--- src/rtl/imm_gen_pipe.sv ---
// imm_gen_pipe: pipelined RISC-V immediate generator with a registered-ready
// two-entry skid buffer (main register M drives the outputs, skid register S
// absorbs one beat of backpressure).
// Optional feature: define IMM_GEN_ZICSR_EN to decode CSR immediate forms
// (SYSTEM funct3 101/110/111) as zimm with format code 6.
module imm_gen_pipe #(
  parameter int unsigned XLEN  = 32,
  parameter int unsigned TAG_W = 32
) (
  input  logic             clk,
  input  logic             rst,
  input  logic             in_valid,
  output logic             in_ready,
  input  logic [31:0]      in_instr,
  input  logic [TAG_W-1:0] in_tag,
  output logic             out_valid,
  input  logic             out_ready,
  output logic [XLEN-1:0]  imm_out,
  output logic [2:0]       fmt_out,
  output logic             illegal_out,
  output logic [TAG_W-1:0] tag_out
);

  typedef enum logic [2:0] {
    FMT_R = 3'd0,
    FMT_I = 3'd1,
    FMT_S = 3'd2,
    FMT_B = 3'd3,
    FMT_U = 3'd4,
    FMT_J = 3'd5,
    FMT_Z = 3'd6
  } fmt_e;

  localparam logic [6:0] OPC_OP     = 7'b0110011;
  localparam logic [6:0] OPC_OPIMM  = 7'b0010011;
  localparam logic [6:0] OPC_LOAD   = 7'b0000011;
  localparam logic [6:0] OPC_JALR   = 7'b1100111;
  localparam logic [6:0] OPC_SYSTEM = 7'b1110011;
  localparam logic [6:0] OPC_STORE  = 7'b0100011;
  localparam logic [6:0] OPC_BRANCH = 7'b1100011;
  localparam logic [6:0] OPC_LUI    = 7'b0110111;
  localparam logic [6:0] OPC_AUIPC  = 7'b0010111;
  localparam logic [6:0] OPC_JAL    = 7'b1101111;

  logic [XLEN-1:0]  dec_imm;
  fmt_e             dec_fmt;
  logic             dec_ill;
  logic [2:0]       funct3;

  logic             m_valid, s_valid, s_valid_nxt, rdy_q;
  logic [XLEN-1:0]  m_imm, s_imm;
  fmt_e             m_fmt, s_fmt;
  logic             m_ill, s_ill;
  logic [TAG_W-1:0] m_tag, s_tag;
  logic             accept, drain;

  assign funct3 = in_instr[14:12];
  assign accept = in_valid && rdy_q;
  assign drain  = m_valid && out_ready;

  // Decode the incoming instruction; the sign fill is laid down first and the
  // low field bits overwritten, which keeps every format width-agnostic.
  always_comb begin
    dec_imm = '0;
    dec_fmt = FMT_R;
    dec_ill = 1'b0;
    case (in_instr[6:0])
      OPC_OP: ;
      OPC_OPIMM: begin
        dec_fmt = FMT_I;
        if (funct3 == 3'b001 || funct3 == 3'b101) begin
          dec_imm[4:0] = in_instr[24:20];
          if (XLEN == 64) dec_imm[5] = in_instr[25];
        end else begin
          dec_imm        = {XLEN{in_instr[31]}};
          dec_imm[11:0]  = in_instr[31:20];
        end
      end
      OPC_LOAD, OPC_JALR: begin
        dec_fmt       = FMT_I;
        dec_imm       = {XLEN{in_instr[31]}};
        dec_imm[11:0] = in_instr[31:20];
      end
      OPC_SYSTEM: begin
`ifdef IMM_GEN_ZICSR_EN
        if (funct3 == 3'b101 || funct3 == 3'b110 || funct3 == 3'b111) begin
          dec_fmt      = FMT_Z;
          dec_imm[4:0] = in_instr[19:15];
        end else begin
          dec_fmt       = FMT_I;
          dec_imm       = {XLEN{in_instr[31]}};
          dec_imm[11:0] = in_instr[31:20];
        end
`else
        dec_fmt       = FMT_I;
        dec_imm       = {XLEN{in_instr[31]}};
        dec_imm[11:0] = in_instr[31:20];
`endif
      end
      OPC_STORE: begin
        dec_fmt       = FMT_S;
        dec_imm       = {XLEN{in_instr[31]}};
        dec_imm[11:0] = {in_instr[31:25], in_instr[11:7]};
      end
      OPC_BRANCH: begin
        dec_fmt       = FMT_B;
        dec_imm       = {XLEN{in_instr[31]}};
        dec_imm[12:0] = {in_instr[31], in_instr[7], in_instr[30:25], in_instr[11:8], 1'b0};
      end
      OPC_LUI, OPC_AUIPC: begin
        dec_fmt       = FMT_U;
        dec_imm       = {XLEN{in_instr[31]}};
        dec_imm[31:0] = {in_instr[31:12], 12'h000};
      end
      OPC_JAL: begin
        dec_fmt       = FMT_J;
        dec_imm       = {XLEN{in_instr[31]}};
        dec_imm[20:0] = {in_instr[31], in_instr[19:12], in_instr[20], in_instr[30:21], 1'b0};
      end
      default: dec_ill = 1'b1;
    endcase
  end

  // Skid occupancy: S fills only when M is held, and empties into M on a drain.
  // S is never full while M is empty, so S-full implies in_ready low.
  always_comb begin
    s_valid_nxt = s_valid;
    if (accept && m_valid && !drain) s_valid_nxt = 1'b1;
    else if (drain)                  s_valid_nxt = 1'b0;
  end

  // Main register: refill from S first (older entry), else from the input.
  always_ff @(posedge clk or posedge rst) begin
    if (rst) begin
      m_valid <= 1'b0;
      m_imm   <= '0;
      m_fmt   <= FMT_R;
      m_ill   <= 1'b0;
      m_tag   <= '0;
    end else if (drain || !m_valid) begin
      if (s_valid) begin
        m_valid <= 1'b1;
        m_imm   <= s_imm;
        m_fmt   <= s_fmt;
        m_ill   <= s_ill;
        m_tag   <= s_tag;
      end else if (accept) begin
        m_valid <= 1'b1;
        m_imm   <= dec_imm;
        m_fmt   <= dec_fmt;
        m_ill   <= dec_ill;
        m_tag   <= in_tag;
      end else begin
        m_valid <= 1'b0;
      end
    end
  end

  // Skid register and the registered ready derived from next S occupancy.
  always_ff @(posedge clk or posedge rst) begin
    if (rst) begin
      s_valid <= 1'b0;
      s_imm   <= '0;
      s_fmt   <= FMT_R;
      s_ill   <= 1'b0;
      s_tag   <= '0;
      rdy_q   <= 1'b1;
    end else begin
      s_valid <= s_valid_nxt;
      rdy_q   <= !s_valid_nxt;
      if (accept && m_valid && !drain) begin
        s_imm <= dec_imm;
        s_fmt <= dec_fmt;
        s_ill <= dec_ill;
        s_tag <= in_tag;
      end
    end
  end

  assign in_ready    = rdy_q;
  assign out_valid   = m_valid;
  assign imm_out     = m_imm;
  assign fmt_out     = m_fmt;
  assign illegal_out = m_ill;
  assign tag_out     = m_tag;

endmodule

--- config.mk ---
export PLATFORM = sky130hd
export DESIGN_NAME = imm_gen_pipe
export DESIGN_NICKNAME = d
export VERILOG_FILES = /design/src/rtl/imm_gen_pipe.sv
export SDC_FILE = /design/constraint.sdc
export NUM_CORES = 1
export LEC_CHECK = 0
export BUFFER_PORTS_ARGS = -buffer_cell sky130_fd_sc_hd__buf_2
export CAP_MARGIN = 25
export CORE_MARGIN = 4
export CORE_UTILIZATION = 45
export DETAILED_ROUTE_END_ITERATION = 7
export PLACE_DENSITY = 0.68
export SKIP_CTS_REPAIR_TIMING = 1
export SLEW_MARGIN = 20
export SYNTH_ARGS = -nofsm -noshare
export SYNTH_HDL_FRONTEND = slang
export SYNTH_SLANG_ARGS = --single-unit
--- constraint.sdc ---
create_clock -name clk -period 5 [get_ports clk]
set_clock_uncertainty 0.2 [all_clocks]
set_input_delay 0.5 -clock clk [delete_from_list [all_inputs] [get_ports clk]]
set_output_delay 0.5 -clock clk [all_outputs]
set_load 0.02 [all_outputs]
==> qor.txt <==
RUN STATUS
----------------------------------------------------------------------------------------
Outcome                                                                     finished, final reports clean

SYNTH
----------------------------------------------------------------------------------------
Number of enable flip-flop cells after synthesis                                       0
Synthesized instance count                                                           647
Cell area after synthesis                                                    0.00610 mm2
Synth Flop Type                                                                  dfrtp_1
Mean area per synthesized cell                                                  9.42 um2
Number of warnings reported in the yosys synthesis log                                 0
Fraction of synthesis flops using an asynchronous set or reset pin                  100%
Synth unique cells                                                                    47
Post-Syn Nets                                                                        715
Fraction of the yosys area taken by sequential cells                               57.1%
Flop and latch count out of synthesis                                                139

CLOCKING
----------------------------------------------------------------------------------------
CTS Root Buffer Type                                                           clkbuf_16
# clock sinks                                                                        139
H-tree depth                                                                           4
TritonCTS clock tree                                                                done
Clock slew at the register clock pins of the worst setup and hold paths          0.06 ns
Number of buffers inserted during clock tree synthesis                                17
Clock latency at the later pin of the worst-skew pair                            0.42 ns
CTS Buffer Depth                                                                       2

PWR
----------------------------------------------------------------------------------------
VDD IR-drop max                                                                   251 uV
Comb pwr share                                                                     33.2%
Share of total power in the clock network                                          29.3%
P per Cell Area                                                               650 mW/mm2
Internal power                                                                   3.12 mW
Static leakage                                                                   3.69 nW
Part of the power in registers                                                     37.4%
Switching power total                                                            1.80 mW
Net switching fraction of the power                                                36.6%

ROUTING
----------------------------------------------------------------------------------------
Via/cell ratio                                                                      5.42
DRT Wirelength                                                                  15600 um
Remaining design rule violation count                                                  0
Via Count                                                                           5166
Antenna Nets Post-Route                                                                0
WL per Instance                                                                  16.3 um
Iteration count of the initial detailed-routing pass                                   5
Iteration-0 DRC Markers                                                              475

FINISH
----------------------------------------------------------------------------------------
Post-synthesis to final-layout area growth                                         24.2%
Filler cell count in the final layout                                               1187
Net count reported at finish                                                         833
Fin util                                                                           57.2%
Post-layout instance area                                                    0.00757 mm2
Share of cells above drive strength 1                                              24.4%
Number of antenna cells inserted                                                       0

FLOORPLAN
----------------------------------------------------------------------------------------
Die width                                                                         124 um
DIE AREA                                                                      0.0155 mm2
Core Rows                                                                             42
Initial standard-cell utilization of the core                                      46.0%
Core Area                                                                     0.0132 mm2
Number of top-level pins                                                             138
Chip Height                                                                       124 um

WORST SETUP PATH
----------------------------------------------------------------------------------------
Critical Path Start Type                                                       flip-flop
Cell with the largest stage delay on the worst path                             clkinv_1
Delay of the slowest cell on the worst path                                      0.72 ns
Category of cells accounting for the largest share of critical-path delay   buffers and inverters
Worst Setup Path Type                                                       flip-flop to flip-flop
Cell-by-cell listing of the critical path                                   clkinv_1 -> o221ai_1 -> buf_4 -> a21oi_1 -> o21ai_0
Arr. time, crit path                                                             2.70 ns
Endpoint required time on the critical path                                      5.13 ns
Crit path buffers/inverters                                                            2
Setup crit end kind                                                            flip-flop
Crit-path max FO                                                                      26

TIMING
----------------------------------------------------------------------------------------
Max Transition Viols Final                                                             0
Peak Freq                                                                        388 MHz
Setup repair after global routing missed its margin                                   no
Final critical path time including I/O delays and setup                          2.58 ns
Post-Route Setup TNS                                                                0 ns
Crit share post-route                                                              51.5%
Headroom to the max-slew limit                                                     43.4%
Count of final hold-check violations                                                   0
Worst Setup Slack, final                                                         2.42 ns
Slew at the pin with the worst max-slew slack                                   0.849 ns
Final setup violation count                                                            0

PLACEMENT
----------------------------------------------------------------------------------------
Placement-stage cell area                                                    0.00688 mm2
Setup WS pre-CTS                                                                 2.19 ns
Routability congestion estimate                                                    0.817
Port bufs                                                                            137
Post-DP HPWL                                                                    10400 um

GLOBAL ROUTE
----------------------------------------------------------------------------------------
Antenna violations before repair                                                       0
Global-route wire length before repair                                          26000 um
GR Overflow Total                                                                      0
Overall fraction of global-route tracks in use                                     20.5%
Maximum number of pins on one net before global-route repair                          89
Number of global-route vias before repair                                           5197

JOB
----------------------------------------------------------------------------------------
Max_cap viols                                                                          0

HOLD PATH
----------------------------------------------------------------------------------------
Hold crit path type                                                         primary input to async pin

-- cell usage in the layout (no fill, tap or decap), drive strengths merged, types with 2 or more instances in the layout --
cell type / instances
a22oi: 5
clkbuf: 21
and3: 12
nand3: 5
o21ai: 73
o21a: 2
a21oi: 35
bufinv: 6
nor2: 39
clkinv: 4
clkinvlp: 2
a211oi: 13
a22o: 6
buf: 145
a221o: 6
nor3: 14
a31oi: 8
nand2: 184
nand4b: 3
inv: 3
mux2i: 33
and2: 2
dfrtp: 138
-- power groups by stage --
stage	Combinational (mW)	Clock [mW]	Sequential, mW
2_1_floorplan	0.883	0	2.08
3_3_place_gp	1.60	0	1.83
3_5_place_dp	1.64	0	1.86
4_1_cts	1.65	1.47	1.84
5_1_grt	1.83	1.52	1.90
6_report	1.64	1.45	1.84
-- kinds of logic (layout without fill, tap and decap cells) --
logic type,Yosys count,in the layout,share of synthesized area [%]
compound gates,156,156,15.6
mux,33,33,5.42
simple gates,267,267,18.2
buf+inv,50,181,3.41
xor+xnor,2,2,0.287
flops,139,139,57.1
-- worst paths after layout --
kind                                start           to  slack, ns  depth (start not counted)
worst max-delay path              s_valid  imm_out[30]       2.42                          5
worst min-delay path                  rst  tag_out[12]       0.03                          2
worst max register to register    s_valid  imm_out[30]       2.42                          5
worst min register to register   s_imm[0]     s_imm[0]       0.27                          2
max in group asynchronous             rst   imm_out[2]       3.36                          3
min in group clk                in_tag[9]     s_tag[9]       0.10                          3
-- cell usage after synthesis (2+ instances only) --
library cell	number	area share [%]
nor3_1	13	1.1
dfrtp_1	138	57
a22oi_1	5	0.62
nand4b_1	3	0.43
clkbuf_1	31	1.9
a22o_1	6	0.86
buf_2	13	1.1
inv_1	3	0.18
mux2i_1	33	5.4
a31oi_1	8	0.82
a211oi_1	13	1.6
and3_1	12	1.2
nand2_1	184	11
nand3_1	5	0.41
a221o_1	6	0.99
o21a_1	2	0.25
nor2_1	38	2.3
a21oi_1	34	2.8
o21ai_0	72	5.9
-- routing by layer --
metal,GRT usage (%),share of wire [%]
met1,28.4,46
met3,6.26,7.5
met5,0,0
met4,6.32,1.7
met2,31.0,45
-- area by class of cell --
| class | count | area (um2) | area share [%] |
|---|---|---|---|
| clock buffers | 21 | 470 | 6.21 |
| clock inverters | 11 | 214 | 2.83 |
| inverters | 4 | 20.0 | 0.264 |
| multi-input cells | 458 | 2420 | 32.0 |
| flip-flops and latches | 139 | 3480 | 46.0 |
| well taps | 176 | 220 | 2.91 |
| repair buffers | 145 | 746 | 9.85 |
-- stage by stage --
step / power, mW / cells / hold slack, ns
after global routing: 5.25 / 954 / 0.0845
final: 4.92 / 954 / 0.0328
after detailed placement: 3.50 / 921 / 0.262
after CTS: 4.96 / 953 / 0.0664
after floorplan: 2.96 / 647 / 0.242
after global placement: 3.43 / 921 / 0.255
-- registers in the layout, summed over array words and instances, names as in the netlist --
register / count
s_imm: 32
imm_out: 32
s_valid: 1
s_tag: 32
out_valid: 1
s_ill: 1
in_ready: 1
tag_out: 32
illegal_out: 1
s_fmt: 3
fmt_out: 3
Note: power is estimated with default switching activity, not from simulation.
